[config.mk]
export PLATFORM = sky130hd
export DESIGN_NAME = mmu_bus_arbiter_flat
export DESIGN_NICKNAME = d
export VERILOG_FILES = /design/src/rtl/mmu_bus_arbiter_if.sv /design/src/rtl/mmu_bus_arbiter.sv /design/src/flat_wrapper.sv
export SDC_FILE = /design/constraint.sdc
export NUM_CORES = 1
export LEC_CHECK = 0
export BUFFER_PORTS_ARGS = -buffer_cell sky130_fd_sc_hd__buf_2
export CORE_MARGIN = 8
export CORE_UTILIZATION = 31
export CTS_BUF_LIST = sky130_fd_sc_hd__clkbuf_2 sky130_fd_sc_hd__clkbuf_4 sky130_fd_sc_hd__clkbuf_8
export CTS_CLUSTER_DIAMETER = 40
export DETAILED_ROUTE_END_ITERATION = 6
export PLACE_DENSITY = 0.84
export SLEW_MARGIN = 10
export SYNTH_ARGS = -nofsm -noshare
export SYNTH_HDL_FRONTEND = slang
export SYNTH_SLANG_ARGS = --single-unit
[constraint.sdc]
create_clock -name clk -period 2.4 [get_ports clk]
set_clock_uncertainty 0.1 [all_clocks]
set_input_delay 0.24 -clock clk [delete_from_list [all_inputs] [get_ports clk]]
set_output_delay 0.24 -clock clk [all_outputs]
set_load 0.05 [all_outputs]
[src/rtl/mmu_bus_arbiter_if.sv]
// Requester, main-bus and high-bus signals around the memory bus arbiter.
// The slave modport is the arbiter's view; master is the environment's view.
interface mmu_bus_arbiter_if;
  logic [15:0] cpu_addr;
  logic [7:0]  cpu_wdata;
  logic        cpu_read_en;
  logic        cpu_write_en;
  logic [7:0]  cpu_rdata;
  logic        cpu_stall;
  logic        cpu_blocked;

  logic        oam_active;
  logic [15:0] oam_addr;
  logic [7:0]  oam_wdata;
  logic        oam_read_en;
  logic        oam_write_en;
  logic [7:0]  oam_rdata;
  logic        oam_grant;

  logic        hdma_req;
  logic [15:0] hdma_addr;
  logic [7:0]  hdma_wdata;
  logic        hdma_read_en;
  logic        hdma_write_en;
  logic [7:0]  hdma_rdata;
  logic        hdma_grant;

  logic [15:0] main_addr;
  logic [7:0]  main_wdata;
  logic        main_read_en;
  logic        main_write_en;
  logic [7:0]  main_rdata;

  logic [15:0] high_addr;
  logic [7:0]  high_wdata;
  logic        high_read_en;
  logic        high_write_en;
  logic [7:0]  high_rdata;

  modport slave (
    input  cpu_addr, cpu_wdata, cpu_read_en, cpu_write_en,
    output cpu_rdata, cpu_stall, cpu_blocked,
    input  oam_active, oam_addr, oam_wdata, oam_read_en, oam_write_en,
    output oam_rdata, oam_grant,
    input  hdma_req, hdma_addr, hdma_wdata, hdma_read_en, hdma_write_en,
    output hdma_rdata, hdma_grant,
    output main_addr, main_wdata, main_read_en, main_write_en,
    input  main_rdata,
    output high_addr, high_wdata, high_read_en, high_write_en,
    input  high_rdata
  );

  modport master (
    output cpu_addr, cpu_wdata, cpu_read_en, cpu_write_en,
    input  cpu_rdata, cpu_stall, cpu_blocked,
    output oam_active, oam_addr, oam_wdata, oam_read_en, oam_write_en,
    input  oam_rdata, oam_grant,
    output hdma_req, hdma_addr, hdma_wdata, hdma_read_en, hdma_write_en,
    input  hdma_rdata, hdma_grant,
    input  main_addr, main_wdata, main_read_en, main_write_en,
    output main_rdata,
    input  high_addr, high_wdata, high_read_en, high_write_en,
    output high_rdata
  );
endinterface

[src/rtl/mmu_bus_arbiter.sv]
// Arbitrates the main memory bus between CPU, OAM DMA and HDMA; CPU high-page
// accesses bypass arbitration on a dedicated high bus.
module mmu_bus_arbiter #(
  parameter logic [15:0] HIGH_BASE = 16'hFF00,
  parameter logic [7:0]  OPEN_BUS  = 8'hFF
) (
  input  logic clk,
  input  logic reset,
  mmu_bus_arbiter_if.slave bus
);

  localparam logic [1:0] OWN_CPU  = 2'd0;
  localparam logic [1:0] OWN_OAM  = 2'd1;
  localparam logic [1:0] OWN_HDMA = 2'd2;

  logic [1:0] owner_reg;
  logic [1:0] owner_next;
  logic [1:0] pending;
  logic       owner_busy;
  logic       cpu_high;
  logic       cpu_main_acc;
  logic       cpu_hold;
  logic       cpu_fwd;

  assign cpu_high     = (bus.cpu_addr >= HIGH_BASE);
  assign cpu_main_acc = (bus.cpu_read_en | bus.cpu_write_en) & ~cpu_high;
  assign cpu_hold     = cpu_main_acc & (bus.hdma_req | (owner_reg == OWN_HDMA));
  // A CPU access held off by a pending HDMA never reaches the bus, so it must
  // not keep the CPU owner busy, otherwise the stalled CPU would deadlock HDMA.
  assign cpu_fwd      = cpu_main_acc & (owner_reg == OWN_CPU) & ~bus.hdma_req;

  always_comb begin
    if (bus.hdma_req)
      pending = OWN_HDMA;
    else if (bus.oam_active)
      pending = OWN_OAM;
    else
      pending = OWN_CPU;
  end

  always_comb begin
    case (owner_reg)
      OWN_OAM:  owner_busy = bus.oam_read_en | bus.oam_write_en;
      OWN_HDMA: owner_busy = bus.hdma_read_en | bus.hdma_write_en;
      default:  owner_busy = cpu_fwd;
    endcase
  end

  // Every state's idle-boundary transition resolves to the pending owner.
  assign owner_next = owner_busy ? owner_reg : pending;

  always_ff @(posedge clk or posedge reset) begin
    if (reset)
      owner_reg <= OWN_CPU;
    else
      owner_reg <= owner_next;
  end

  always_comb begin
    bus.main_addr     = 16'h0000;
    bus.main_wdata    = 8'h00;
    bus.main_read_en  = 1'b0;
    bus.main_write_en = 1'b0;
    bus.high_addr     = 16'h0000;
    bus.high_wdata    = 8'h00;
    bus.high_read_en  = 1'b0;
    bus.high_write_en = 1'b0;
    bus.cpu_rdata     = OPEN_BUS;
    bus.cpu_stall     = 1'b0;
    bus.cpu_blocked   = 1'b0;
    bus.oam_rdata     = OPEN_BUS;
    bus.hdma_rdata    = OPEN_BUS;
    bus.oam_grant     = 1'b0;
    bus.hdma_grant    = 1'b0;
    // Reset gates every output so an in-flight strobe dies immediately.
    if (!reset) begin
      bus.oam_rdata   = bus.main_rdata;
      bus.hdma_rdata  = bus.main_rdata;
      bus.oam_grant   = (owner_reg == OWN_OAM);
      bus.hdma_grant  = (owner_reg == OWN_HDMA);
      bus.cpu_stall   = (owner_reg == OWN_HDMA) | cpu_hold;
      bus.cpu_blocked = (owner_reg == OWN_OAM) & cpu_main_acc & ~cpu_hold;
      if (cpu_high) begin
        bus.high_addr     = bus.cpu_addr;
        bus.high_wdata    = bus.cpu_wdata;
        bus.high_read_en  = bus.cpu_read_en;
        bus.high_write_en = bus.cpu_write_en;
        bus.cpu_rdata     = bus.high_rdata;
      end
      case (owner_reg)
        OWN_OAM: begin
          bus.main_addr     = bus.oam_addr;
          bus.main_wdata    = bus.oam_wdata;
          bus.main_read_en  = bus.oam_read_en;
          bus.main_write_en = bus.oam_write_en;
        end
        OWN_HDMA: begin
          bus.main_addr     = bus.hdma_addr;
          bus.main_wdata    = bus.hdma_wdata;
          bus.main_read_en  = bus.hdma_read_en;
          bus.main_write_en = bus.hdma_write_en;
        end
        default: begin
          if (cpu_fwd) begin
            bus.main_addr     = bus.cpu_addr;
            bus.main_wdata    = bus.cpu_wdata;
            bus.main_read_en  = bus.cpu_read_en;
            bus.main_write_en = bus.cpu_write_en;
            if (bus.cpu_read_en)
              bus.cpu_rdata = bus.main_rdata;
          end
        end
      endcase
    end
  end

endmodule

[src/flat_wrapper.sv]
// flat-port wrapper written by rule: the top's interface ports become plain ports
module mmu_bus_arbiter_flat 
#(
  parameter logic [15:0] HIGH_BASE = 16'hFF00,
  parameter logic [7:0]  OPEN_BUS  = 8'hFF
)
  (clk, reset, bus_cpu_addr, bus_cpu_wdata, bus_cpu_read_en, bus_cpu_write_en, bus_cpu_rdata, bus_cpu_stall, bus_cpu_blocked, bus_oam_active, bus_oam_addr, bus_oam_wdata, bus_oam_read_en, bus_oam_write_en, bus_oam_rdata, bus_oam_grant, bus_hdma_req, bus_hdma_addr, bus_hdma_wdata, bus_hdma_read_en, bus_hdma_write_en, bus_hdma_rdata, bus_hdma_grant, bus_main_addr, bus_main_wdata, bus_main_read_en, bus_main_write_en, bus_main_rdata, bus_high_addr, bus_high_wdata, bus_high_read_en, bus_high_write_en, bus_high_rdata);
  mmu_bus_arbiter_if bus_i ();
  input  logic clk;
  input  logic reset;
  input wire logic [$bits(bus_i.cpu_addr)-1:0] bus_cpu_addr;
  input wire logic [$bits(bus_i.cpu_wdata)-1:0] bus_cpu_wdata;
  input wire logic [$bits(bus_i.cpu_read_en)-1:0] bus_cpu_read_en;
  input wire logic [$bits(bus_i.cpu_write_en)-1:0] bus_cpu_write_en;
  output wire logic [$bits(bus_i.cpu_rdata)-1:0] bus_cpu_rdata;
  output wire logic [$bits(bus_i.cpu_stall)-1:0] bus_cpu_stall;
  output wire logic [$bits(bus_i.cpu_blocked)-1:0] bus_cpu_blocked;
  input wire logic [$bits(bus_i.oam_active)-1:0] bus_oam_active;
  input wire logic [$bits(bus_i.oam_addr)-1:0] bus_oam_addr;
  input wire logic [$bits(bus_i.oam_wdata)-1:0] bus_oam_wdata;
  input wire logic [$bits(bus_i.oam_read_en)-1:0] bus_oam_read_en;
  input wire logic [$bits(bus_i.oam_write_en)-1:0] bus_oam_write_en;
  output wire logic [$bits(bus_i.oam_rdata)-1:0] bus_oam_rdata;
  output wire logic [$bits(bus_i.oam_grant)-1:0] bus_oam_grant;
  input wire logic [$bits(bus_i.hdma_req)-1:0] bus_hdma_req;
  input wire logic [$bits(bus_i.hdma_addr)-1:0] bus_hdma_addr;
  input wire logic [$bits(bus_i.hdma_wdata)-1:0] bus_hdma_wdata;
  input wire logic [$bits(bus_i.hdma_read_en)-1:0] bus_hdma_read_en;
  input wire logic [$bits(bus_i.hdma_write_en)-1:0] bus_hdma_write_en;
  output wire logic [$bits(bus_i.hdma_rdata)-1:0] bus_hdma_rdata;
  output wire logic [$bits(bus_i.hdma_grant)-1:0] bus_hdma_grant;
  output wire logic [$bits(bus_i.main_addr)-1:0] bus_main_addr;
  output wire logic [$bits(bus_i.main_wdata)-1:0] bus_main_wdata;
  output wire logic [$bits(bus_i.main_read_en)-1:0] bus_main_read_en;
  output wire logic [$bits(bus_i.main_write_en)-1:0] bus_main_write_en;
  input wire logic [$bits(bus_i.main_rdata)-1:0] bus_main_rdata;
  output wire logic [$bits(bus_i.high_addr)-1:0] bus_high_addr;
  output wire logic [$bits(bus_i.high_wdata)-1:0] bus_high_wdata;
  output wire logic [$bits(bus_i.high_read_en)-1:0] bus_high_read_en;
  output wire logic [$bits(bus_i.high_write_en)-1:0] bus_high_write_en;
  input wire logic [$bits(bus_i.high_rdata)-1:0] bus_high_rdata;
  assign bus_i.cpu_addr = bus_cpu_addr;
  assign bus_i.cpu_wdata = bus_cpu_wdata;
  assign bus_i.cpu_read_en = bus_cpu_read_en;
  assign bus_i.cpu_write_en = bus_cpu_write_en;
  assign bus_cpu_rdata = bus_i.cpu_rdata;
  assign bus_cpu_stall = bus_i.cpu_stall;
  assign bus_cpu_blocked = bus_i.cpu_blocked;
  assign bus_i.oam_active = bus_oam_active;
  assign bus_i.oam_addr = bus_oam_addr;
  assign bus_i.oam_wdata = bus_oam_wdata;
  assign bus_i.oam_read_en = bus_oam_read_en;
  assign bus_i.oam_write_en = bus_oam_write_en;
  assign bus_oam_rdata = bus_i.oam_rdata;
  assign bus_oam_grant = bus_i.oam_grant;
  assign bus_i.hdma_req = bus_hdma_req;
  assign bus_i.hdma_addr = bus_hdma_addr;
  assign bus_i.hdma_wdata = bus_hdma_wdata;
  assign bus_i.hdma_read_en = bus_hdma_read_en;
  assign bus_i.hdma_write_en = bus_hdma_write_en;
  assign bus_hdma_rdata = bus_i.hdma_rdata;
  assign bus_hdma_grant = bus_i.hdma_grant;
  assign bus_main_addr = bus_i.main_addr;
  assign bus_main_wdata = bus_i.main_wdata;
  assign bus_main_read_en = bus_i.main_read_en;
  assign bus_main_write_en = bus_i.main_write_en;
  assign bus_i.main_rdata = bus_main_rdata;
  assign bus_high_addr = bus_i.high_addr;
  assign bus_high_wdata = bus_i.high_wdata;
  assign bus_high_read_en = bus_i.high_read_en;
  assign bus_high_write_en = bus_i.high_write_en;
  assign bus_i.high_rdata = bus_high_rdata;
  mmu_bus_arbiter #(.HIGH_BASE(HIGH_BASE), .OPEN_BUS(OPEN_BUS)) u_core (.clk(clk), .reset(reset), .bus(bus_i));
endmodule
==> metrics, run 1 <==
Final Slew Violations 0; Post-Synth Simple-Gate Area 0.299; YS warnings 0; sequential share of the synthesized area 0.0412; count leader, synth nor2_1; via count of the first global-routing pass 1,964; setup ws final 0.0681 ns; critical setup path kind reg2out; Critical Path RT 2.06 ns; mux contribution to synthesized area 0.0206; Rows 22; DRC 0; Die ar. 6180 um2; Setup violations, final 0; synth cell count leaders nor2_1, a22o_1, a22oi_1; adder-cell share of the synthesized area 0.0309; pwr dens 1010 nW/um2; post-synthesis xor/xnor area fraction 0; Worst Path Max Fanout 13; worst r2r src u_core.owner_reg[1]; largest family of logic cells by synthesized area compound AO/OA/AOI/OAI gates; nets@finish 439; dpl ws 0.218 ns; syn_area_per_cell 6.98 um2; Pleak 1.29 nW; worst r2r path cells 7; Setup TNS 0 ns; number of synthesized flops with an enable pin 0; Via Count 1,988; fin area 2310 um2; worst reg2reg endpoint u_core.owner_reg[1]; Pre-Repair DR Iteration Count 4; hold buffers post-CTS 0; final cell count without fillers 384; Period Utilization, post-route 0.972; Die Wd 78.6 um; initial antenna violation count 0; peak supply drop 513 uV; Worst-path clk slew 0.03 ns; input/output buffers 177; Top Ports 178; Gate Count Post-Synth 174; first-pass GRT wire length 9.37 mm; RePlAce Congestion 0.836; ANT nets after route 0; CTS Buf Count 3; H-tree depth 1; clock root buffer clkbuf_8; status completed; dpl cells 378; Placed Instance Area 2100 um2; layout cells sized above 1 0.676; post-synthesis cell type count 31; hold crit path type in2async; Die Y 78.6 um; Setup crit end kind primary output; flops & latches, synth 2; area delta synth->final 90.5%; largest net degree at the start of global routing 39; synth top area cells a22o_1, a22oi_1, and2_1, nor2_1, o22a_1; worst-skew pair later-pin latency 0.21 ns; wire per inst 17.5 um; Synth top area share 0.187; total congestion overflow 0; Fill cells 332; ant diodes 0; Iter 0 DRT Violations 87; Slew HR 0.671; Synth area leader a22o_1; max reg flops 2; Least-Margin Pin Slew 0.494 ns; CTS tree done; Post-Syn Area 1210 um2; Core Footprint 3720 um2; final core occ 0.623; CP arrival 1.99 ns; Top FF cell, synth dfrtp_1; DR vias/cell 5.18; Hold Violations, Final 0; Starting Density 0.327; max cap viols 0; Reg2Reg Setup Slack 0.37 ns; Max Clk Rate 0.429 GHz; DP Wirelength 5.30 mm; crit start category register; Compound-Gate Fraction of Synth Area 0.421; clk buf depth 2; WL final 6.73 mm; post-synthesis async set-or-reset flop share 1.00; min Tclk post-route 2.33 ns; clk sinks 2; syn_nets 275; global-route usage over all layers 0.180
## critical path, cell delays in order, from the launching register on
cell and delay (ns):
dfrtp_1 0.36, inv_1 0.12, ha_4 0.22, nor3b_2 0.24
o211a_4 0.25, clkbuf_16 0.17, a22oi_1 0.08, nor2_1 0.14
buf_6 0.18
## what timing repair did
action                                  CTS  global route
pin swaps                                 0             4
endpoints found under the setup margin    1            25
cloned                                    0             2
resized for setup                         1            52
buffers inserted                          0             1
## layout make-up
class	count	area (um2)	area share
Timing Repair Buffer	186	1110	0.479
Multi-Input combinational cell	134	1010	0.436
Tap cell	48	60.1	0.0259
Sequential cell	2	50.0	0.0216
Inverter	11	43.8	0.0189
Clock buffer	3	41.3	0.0178
## where the power goes
| part | leakage, nW | switching [mW] | internal (mW) |
|---|---|---|---|
| logic | 1.24 | 1.34 | 0.801 |
| registers | 0.0245 | 0.00951 | 0.0507 |
| clock network | 0.0216 | 0.0259 | 0.106 |
| total | 1.29 | 1.37 | 0.957 |
## logic make-up (layout without fill, tap and decap cells)
family	count (synthesis)	count (layout)
buf+inv	38	200
flops	2	2
compound gates	63	63
fa+ha+maj	3	3
simple gates	66	66
mux	2	2
## worst max path at each step
stage	startpoint	to	slack, ns	cells after the start
after floorplan	u_core.owner_reg[0]	bus_main_addr[0]	0.01	8
after global placement	u_core.owner_reg[1]	bus_main_wdata[6]	0.28	8
after detailed placement	u_core.owner_reg[1]	bus_main_addr[5]	0.22	8
after CTS	u_core.owner_reg[0]	bus_main_addr[13]	0.005	8
after global routing	u_core.owner_reg[0]	bus_main_addr[10]	-0.02	8
final	u_core.owner_reg[1]	bus_main_wdata[7]	0.07	8
## layer usage
layer	vias up	GRT usage	part of all wire
met3	4	0.0740	0.13
met1	903	0.167	0.33
met2	131	0.358	0.53
met5	-	0	0
met4	0	0.0352	0.0061
li1	950	-	-
## metrics by stage
stage | hold WS, ns | total power, mW
2_1_floorplan | 0.286 | 1.58
3_3_place_gp | 0.352 | 1.96
3_5_place_dp | 0.361 | 1.99
4_1_cts | 0.139 | 2.13
5_1_grt | 0.167 | 2.47
6_report | 0.119 | 2.33
## cell usage in the layout, fill, tap and decap left out, types with 3 or more instances in the layout
cell type and instances:
o22a_1 8, a22o_1 26, buf_6 9, and2_1 18, nor2_2 20, or2_2 9, a22oi_1 25, clkbuf_8 3
clkbuf_4 9, buf_4 12, buf_2 152, inv_1 9, nor2_1 7
No activity file was read; power rests on OpenSTA's default activity.
==> inputs of run 2 (changes only) <==
PLACE_DENSITY = 0.87   (was 0.84)
==> run 2 against run 1 <==
  * Non-clock buffer count up 4
  * Sequential share of layout area barely moved
  * Final cell count increased by 1.0%
  * Worst hold slack lost 0.064 ns
  * Via count rose by 0.75%
  * Core utilization decreased by 1.3 points
  * Critical endpoint is now bus_main_addr[1]
  * Largest power group unchanged
  * Highest routed layer unchanged
==> metrics, run 2 (synthesis gave the netlist of run 1 again) <==
status completed; area delta synth->final 86.5%; commonest non-fill, non-tap cell in the layout buf_2; global-route usage over all layers 0.193 (+0.0128); commonest non-fill, non-tap cells in the layout buf_2, buf_4, a22o_1; Period Utilization, post-route 0.961 (-0.0108); peak supply drop 502 uV (-2.1%); worst-skew pair later-pin latency 0.21 ns (about the same); H-tree depth 1 (unchanged); Hold Violations, Final 0 (unchanged); Pre-Repair DR Iteration Count 4 (unchanged); nets@finish 443 (+0.91%); Die Y 78.6 um (unchanged); Iter 0 DRT Violations 83 (-4.6%); CTS tree done; hold crit path type in2async; WL final 6.90 mm (+2.5%); Worst-path clk slew 0.03 ns (about the same); Final Slew Violations 0 (unchanged); max cap viols 0 (unchanged); Die ar. 6180 um2 (unchanged); layout cells sized above 1 0.679 (+0.00382); DP Wirelength 5.58 mm (+5.3%); critical-path cell list inv_1 > ha_4 > nor3b_4 > o211a_4 > buf_2 > a22oi_1 > nor2_1 > buf_4; CP arrival 1.97 ns (-0.02 ns); final core occ 0.610 (-0.0131); Least-Margin Pin Slew 0.287 ns (-0.207 ns); RePlAce Congestion 0.780 (-6.7%); input/output buffers 177 (unchanged); Worst Path Max Fanout 4 (-9); largest net degree at the start of global routing 28 (-28%); clock root buffer clkbuf_8; Reg2Reg Setup Slack 0.39 ns (+0.02 ns); via count of the first global-routing pass 2,148 (+9.4%); cell family with most CP delay buffers and inverters; Setup violations, final 0 (unchanged); Slew HR 0.809 (+0.138); Core Footprint 3720 um2 (unchanged); Die Wd 78.6 um (unchanged); total congestion overflow 0 (unchanged); Critical Path RT 2.06 ns (about the same); RSZ-0062 raised after global routing false; wire per inst 17.8 um (+1.4%); Max Clk Rate 0.434 GHz (+1.1%); Via Count 2,003 (+0.75%); ANT nets after route 0 (unchanged); min Tclk post-route 2.31 ns (-0.0260 ns); hold buffers post-CTS 0 (unchanged); first-pass GRT wire length 10.0 mm (+7.1%); DR vias/cell 5.16 (-0.28%); Top Ports 178 (unchanged); WP depth 8 (unchanged); critical setup path kind reg2out; CTS Buf Count 3 (unchanged); clk sinks 2 (unchanged); DRC 0 (unchanged); Min Hold Slack 0.0554 ns (-0.0639 ns); crit start category register; Setup crit end kind primary output; Buf/Inv on CP 3 (unchanged); Critical Path Max Stage Delay 0.39 ns (+0.03 ns); Pleak 1.29 nW (+0.51%); clk buf depth 2 (unchanged); pwr dens 1010 nW/um2 (+0.55%); worst r2r path cells 7 (unchanged); max reg flops 2 (unchanged); initial antenna violation count 0 (unchanged); Setup TNS 0 ns (unchanged); Starting Density 0.327 (unchanged); ant diodes 0 (unchanged); slowest CP cell dfrtp_1; Rows 22 (unchanged)
-- run 2: power by group --
group          switching, mW  internal, mW  total (mW)
Clock                 0.0236         0.106       0.129
Sequential            0.0138        0.0508      0.0646
Combinational           1.34         0.762        2.10
-- run 2: worst register-to-register path, stage by stage (launching register included) --
cell and delay, ns:
dfrtp_1 0.39, inv_1 0.12, ha_4 0.22, nor3b_4 0.23, o211a_4 0.22, buf_4 0.17
nand2b_4 0.15, mux2_4 0.29
-- run 2: layer usage --
layer	share of wire	GRT usage	vias to the layer above	routed length, um
met5	0	0	-	0
met4	0.010	0.0500	0	70
met1	0.35	0.180	904	2420
li1	-	-	959	-
met2	0.50	0.370	134	3480
met3	0.13	0.0877	6	927
-- run 2: final timing paths --
path / startpoint / end
min in group clk: bus_oam_active / u_core.owner_reg[0]
hold / removal: reset / u_core.owner_reg[1]
hold reg to reg: u_core.owner_reg[0] / u_core.owner_reg[0]
setup reg to reg: u_core.owner_reg[1] / u_core.owner_reg[1]
setup / recovery: u_core.owner_reg[1] / bus_main_addr[1]
max in group asynchronous: reset / u_core.owner_reg[0]
-- run 2: metrics by stage --
| step | area, um2 | std cells | power (mW) | setup WS [ns] |
|---|---|---|---|---|
| 3_3_place_gp | 2100 | 382 | 1.95 | 0.273 |
| 4_1_cts | 2190 | 385 | 2.16 | 0.0113 |
| 2_1_floorplan | 1270 | 174 | 1.58 | 0.0136 |
| 3_5_place_dp | 2100 | 382 | 1.98 | 0.179 |
| 5_1_grt | 2270 | 388 | 2.43 | 0.00376 |
| 6_report | 2270 | 388 | 2.29 | 0.0941 |
-- run 2: area by class of cell --
class / instances / area [um2]
sequential: 2 / 50.0
tap: 48 / 60.1
fill: 331 / 1450
clock buffer: 3 / 41.3
multi-input combinational: 134 / 1020
timing repair buffer: 190 / 1050
inverter: 11 / 43.8
-- run 2: timing repair --
action                     CTS  global route
hold endpoints to repair     0             0
resized for setup           16            27
setup endpoints to repair   16            25
pin swaps                    0             3
setup buffers                0             1
cloned                       0             2
==> inputs of run 3 (changes only) <==
--- a/config.mk
+++ b/config.mk
@@ -12,5 +12,6 @@
 export CTS_CLUSTER_DIAMETER = 40
 export DETAILED_ROUTE_END_ITERATION = 6
-export PLACE_DENSITY = 0.87
+export GPL_ROUTABILITY_DRIVEN = 1
+export PLACE_DENSITY = 0.84
 export SLEW_MARGIN = 10
 export SYNTH_ARGS = -nofsm -noshare
==> constraint.sdc (replaced) <==
create_clock -name clk -period 2.4 [get_ports clk]
set_clock_uncertainty 0.1 [all_clocks]
set_input_delay 0 -clock clk [delete_from_list [all_inputs] [get_ports clk]]
set_output_delay 0 -clock clk [all_outputs]
set_load 0.05 [all_outputs]
==> run 3 against run 2 <==
  * Critical path depth unchanged
  * Clock-buffer cell count unchanged
  * Sequential share of layout area increased by 0.17 points
  * Worst hold slack got worse by 0.049 ns
  * Critical endpoint is now bus_main_addr[3]
  * Largest power group unchanged
==> metrics, run 3 (synthesis gave the netlist of run 1 again) <==
Core Footprint 3720 um2 (unchanged); Iter 0 DRT Violations 94 (+13%); Hold Violations, Final 0 (unchanged); status completed; Comb power frac 0.902 (-0.013); Setup crit end kind primary output; Sequential Power Share 0.031 (+0.003); critical-path cell list inv_1 > ha_1 > nor3b_2 > o211a_1 > buf_12 > a22oi_1 > nor2_1 > buf_2; Starting Density 0.327 (unchanged); Clock power frac 0.067 (+0.011); peak supply drop 504 uV (+0.41%); max cap viols 0 (unchanged); clock root buffer clkbuf_8; setup bufs post-CTS 0 (unchanged); RSZ-0062 raised after global routing false; slowest CP cell dfrtp_1; CTS tree done; switching pwr 1.27 mW (-7.4%); Min Hold Slack 0.00612 ns (-0.0493 ns); worst-skew pair later-pin latency 0.21 ns (about the same); Die ar. 6180 um2 (unchanged); CTS Buf Count 3 (unchanged); clk buf depth 2 (unchanged); hold crit path type in2reg; Worst-path clk slew 0.03 ns (about the same); Final Slew Violations 0 (unchanged); initial antenna violation count 0 (unchanged); crit start category register; Die Y 78.6 um (unchanged); CP arrival 2.07 ns (+0.10 ns); H-tree depth 1 (unchanged); Setup TNS 0 ns (unchanged); min Tclk post-route 2.17 ns (-0.140 ns); Slew HR 0.627 (-0.182); ANT nets after route 0 (unchanged); area of the multi-input gates 937 um2 (-7.8%); Critical Path Max Stage Delay 0.37 ns (-0.02 ns); first-pass GRT wire length 9.80 mm (-2.3%); Rows 22 (unchanged); area delta synth->final 73.1%; wire per inst 16.5 um (-7.2%); Via Count 1,960 (-2.1%); via count of the first global-routing pass 2,092 (-2.6%); commonest non-fill, non-tap cell in the layout buf_2; DP Wirelength 5.42 mm (-2.8%); DRC 0 (unchanged); total congestion overflow 0 (unchanged); P_int 0.780 mW (-15%); Die Wd 78.6 um (unchanged); Critical Path RT 2.30 ns (+0.24 ns); pwr dens 976 nW/um2 (-3.6%); Pleak 1.28 nW (-1.1%); largest net degree at the start of global routing 39 (+39%); Top Ports 178 (unchanged); max reg flops 2 (unchanged); post-cts resize count 0 (-16); Buf/Inv on CP 3 (unchanged); Worst Path Max Fanout 26 (+22); commonest non-fill, non-tap cells in the layout buf_2, nor2_1, a22o_1; clk sinks 2 (unchanged); routed length on met2 3.17 mm (-8.9%); Pre-Repair DR Iteration Count 5 (+1); cell family with most CP delay buffers and inverters; Least-Margin Pin Slew 0.559 ns (+0.272 ns); Max Clk Rate 0.462 GHz (+6.4%); Fill cells 381 (+15%); critical setup path kind reg2out; RePlAce Congestion 0.762 (-2.3%); ant diodes 0 (unchanged); Met1 Wirelength 2.27 mm (-6.2%); Sw Ratio 0.620 (+0.0205); register area 50.0 um2 (unchanged); DR WL met3 832 um (-10%); nets@finish 439 (-0.90%); layout cells sized above 1 0.598 (-0.0812); Period Utilization, post-route 0.903 (-0.0582); Setup violations, final 0 (unchanged); hold buffers post-CTS 2 (+2); input/output buffers 177 (unchanged); global-route usage over all layers 0.189 (-0.00397); DR vias/cell 5.10 (-1.1%); total chip power 2.05 mW (-10%); WL final 6.34 mm (-8.1%); DR top layer met4
## run 3: changes by cell type in the layout (fill, tap and decap cells not counted), sizes merged
cell,delta
dlygate4sd3,+2
buf,-6
## run 3: worst reg2reg max path, cell delays in order (launching register included)
cell	delay [ns]
dfrtp_1	0.37
inv_1	0.07
ha_1	0.30
nor3b_2	0.21
o211a_1	0.22
buf_12	0.17
nand2b_4	0.15
mux2_4	0.29
## run 3: worst paths after layout
check	from	endpoint	slack, ns	depth (start not counted)
setup / recovery	u_core.owner_reg[1]	bus_main_addr[3]	0.23	8
hold / removal	bus_hdma_req	u_core.owner_reg[1]	0.006	2
setup reg to reg	u_core.owner_reg[1]	u_core.owner_reg[1]	0.38	7
hold reg to reg	u_core.owner_reg[1]	u_core.owner_reg[1]	0.46	1
max in group asynchronous	reset	u_core.owner_reg[0]	1.67	4
min in group asynchronous	reset	u_core.owner_reg[1]	0.41	4
## run 3: metrics by stage
stage / area (um2) / util / setup WS [ns] / instances
floorplan: 1210 / - / 0.124 / 174
global placement: 2040 / 0.549 / 0.428 / 379
detailed placement: 2040 / 0.549 / 0.377 / 379
CTS: 2100 / 0.566 / 0.208 / 384
global route: 2100 / 0.566 / 0.0720 / 384
finish: 2100 / 0.566 / 0.234 / 384
## run 3: area by class of cell
type                       instances  share of cell area
tap                               48              0.0286
multi-input combinational        134               0.446
sequential                         2              0.0238
inverter                          11              0.0208
timing repair buffer             186               0.462
clock buffer                       3              0.0196
## run 3: metal layers
metal	up-vias	GRT usage
li1	950	-
met1	878	0.188
met2	126	0.349
met3	6	0.0854
met4	0	0.0463
met5	-	0
## run 3: power groups by stage
stage,sequential (mW),combinational (mW),clock (mW)
4_1_cts,0.0627,1.87,0.141
3_5_place_dp,0.0628,1.86,0
3_3_place_gp,0.0613,1.83,0
6_report,0.0633,1.85,0.137
2_1_floorplan,0.0595,1.47,0
5_1_grt,0.0651,2.00,0.147
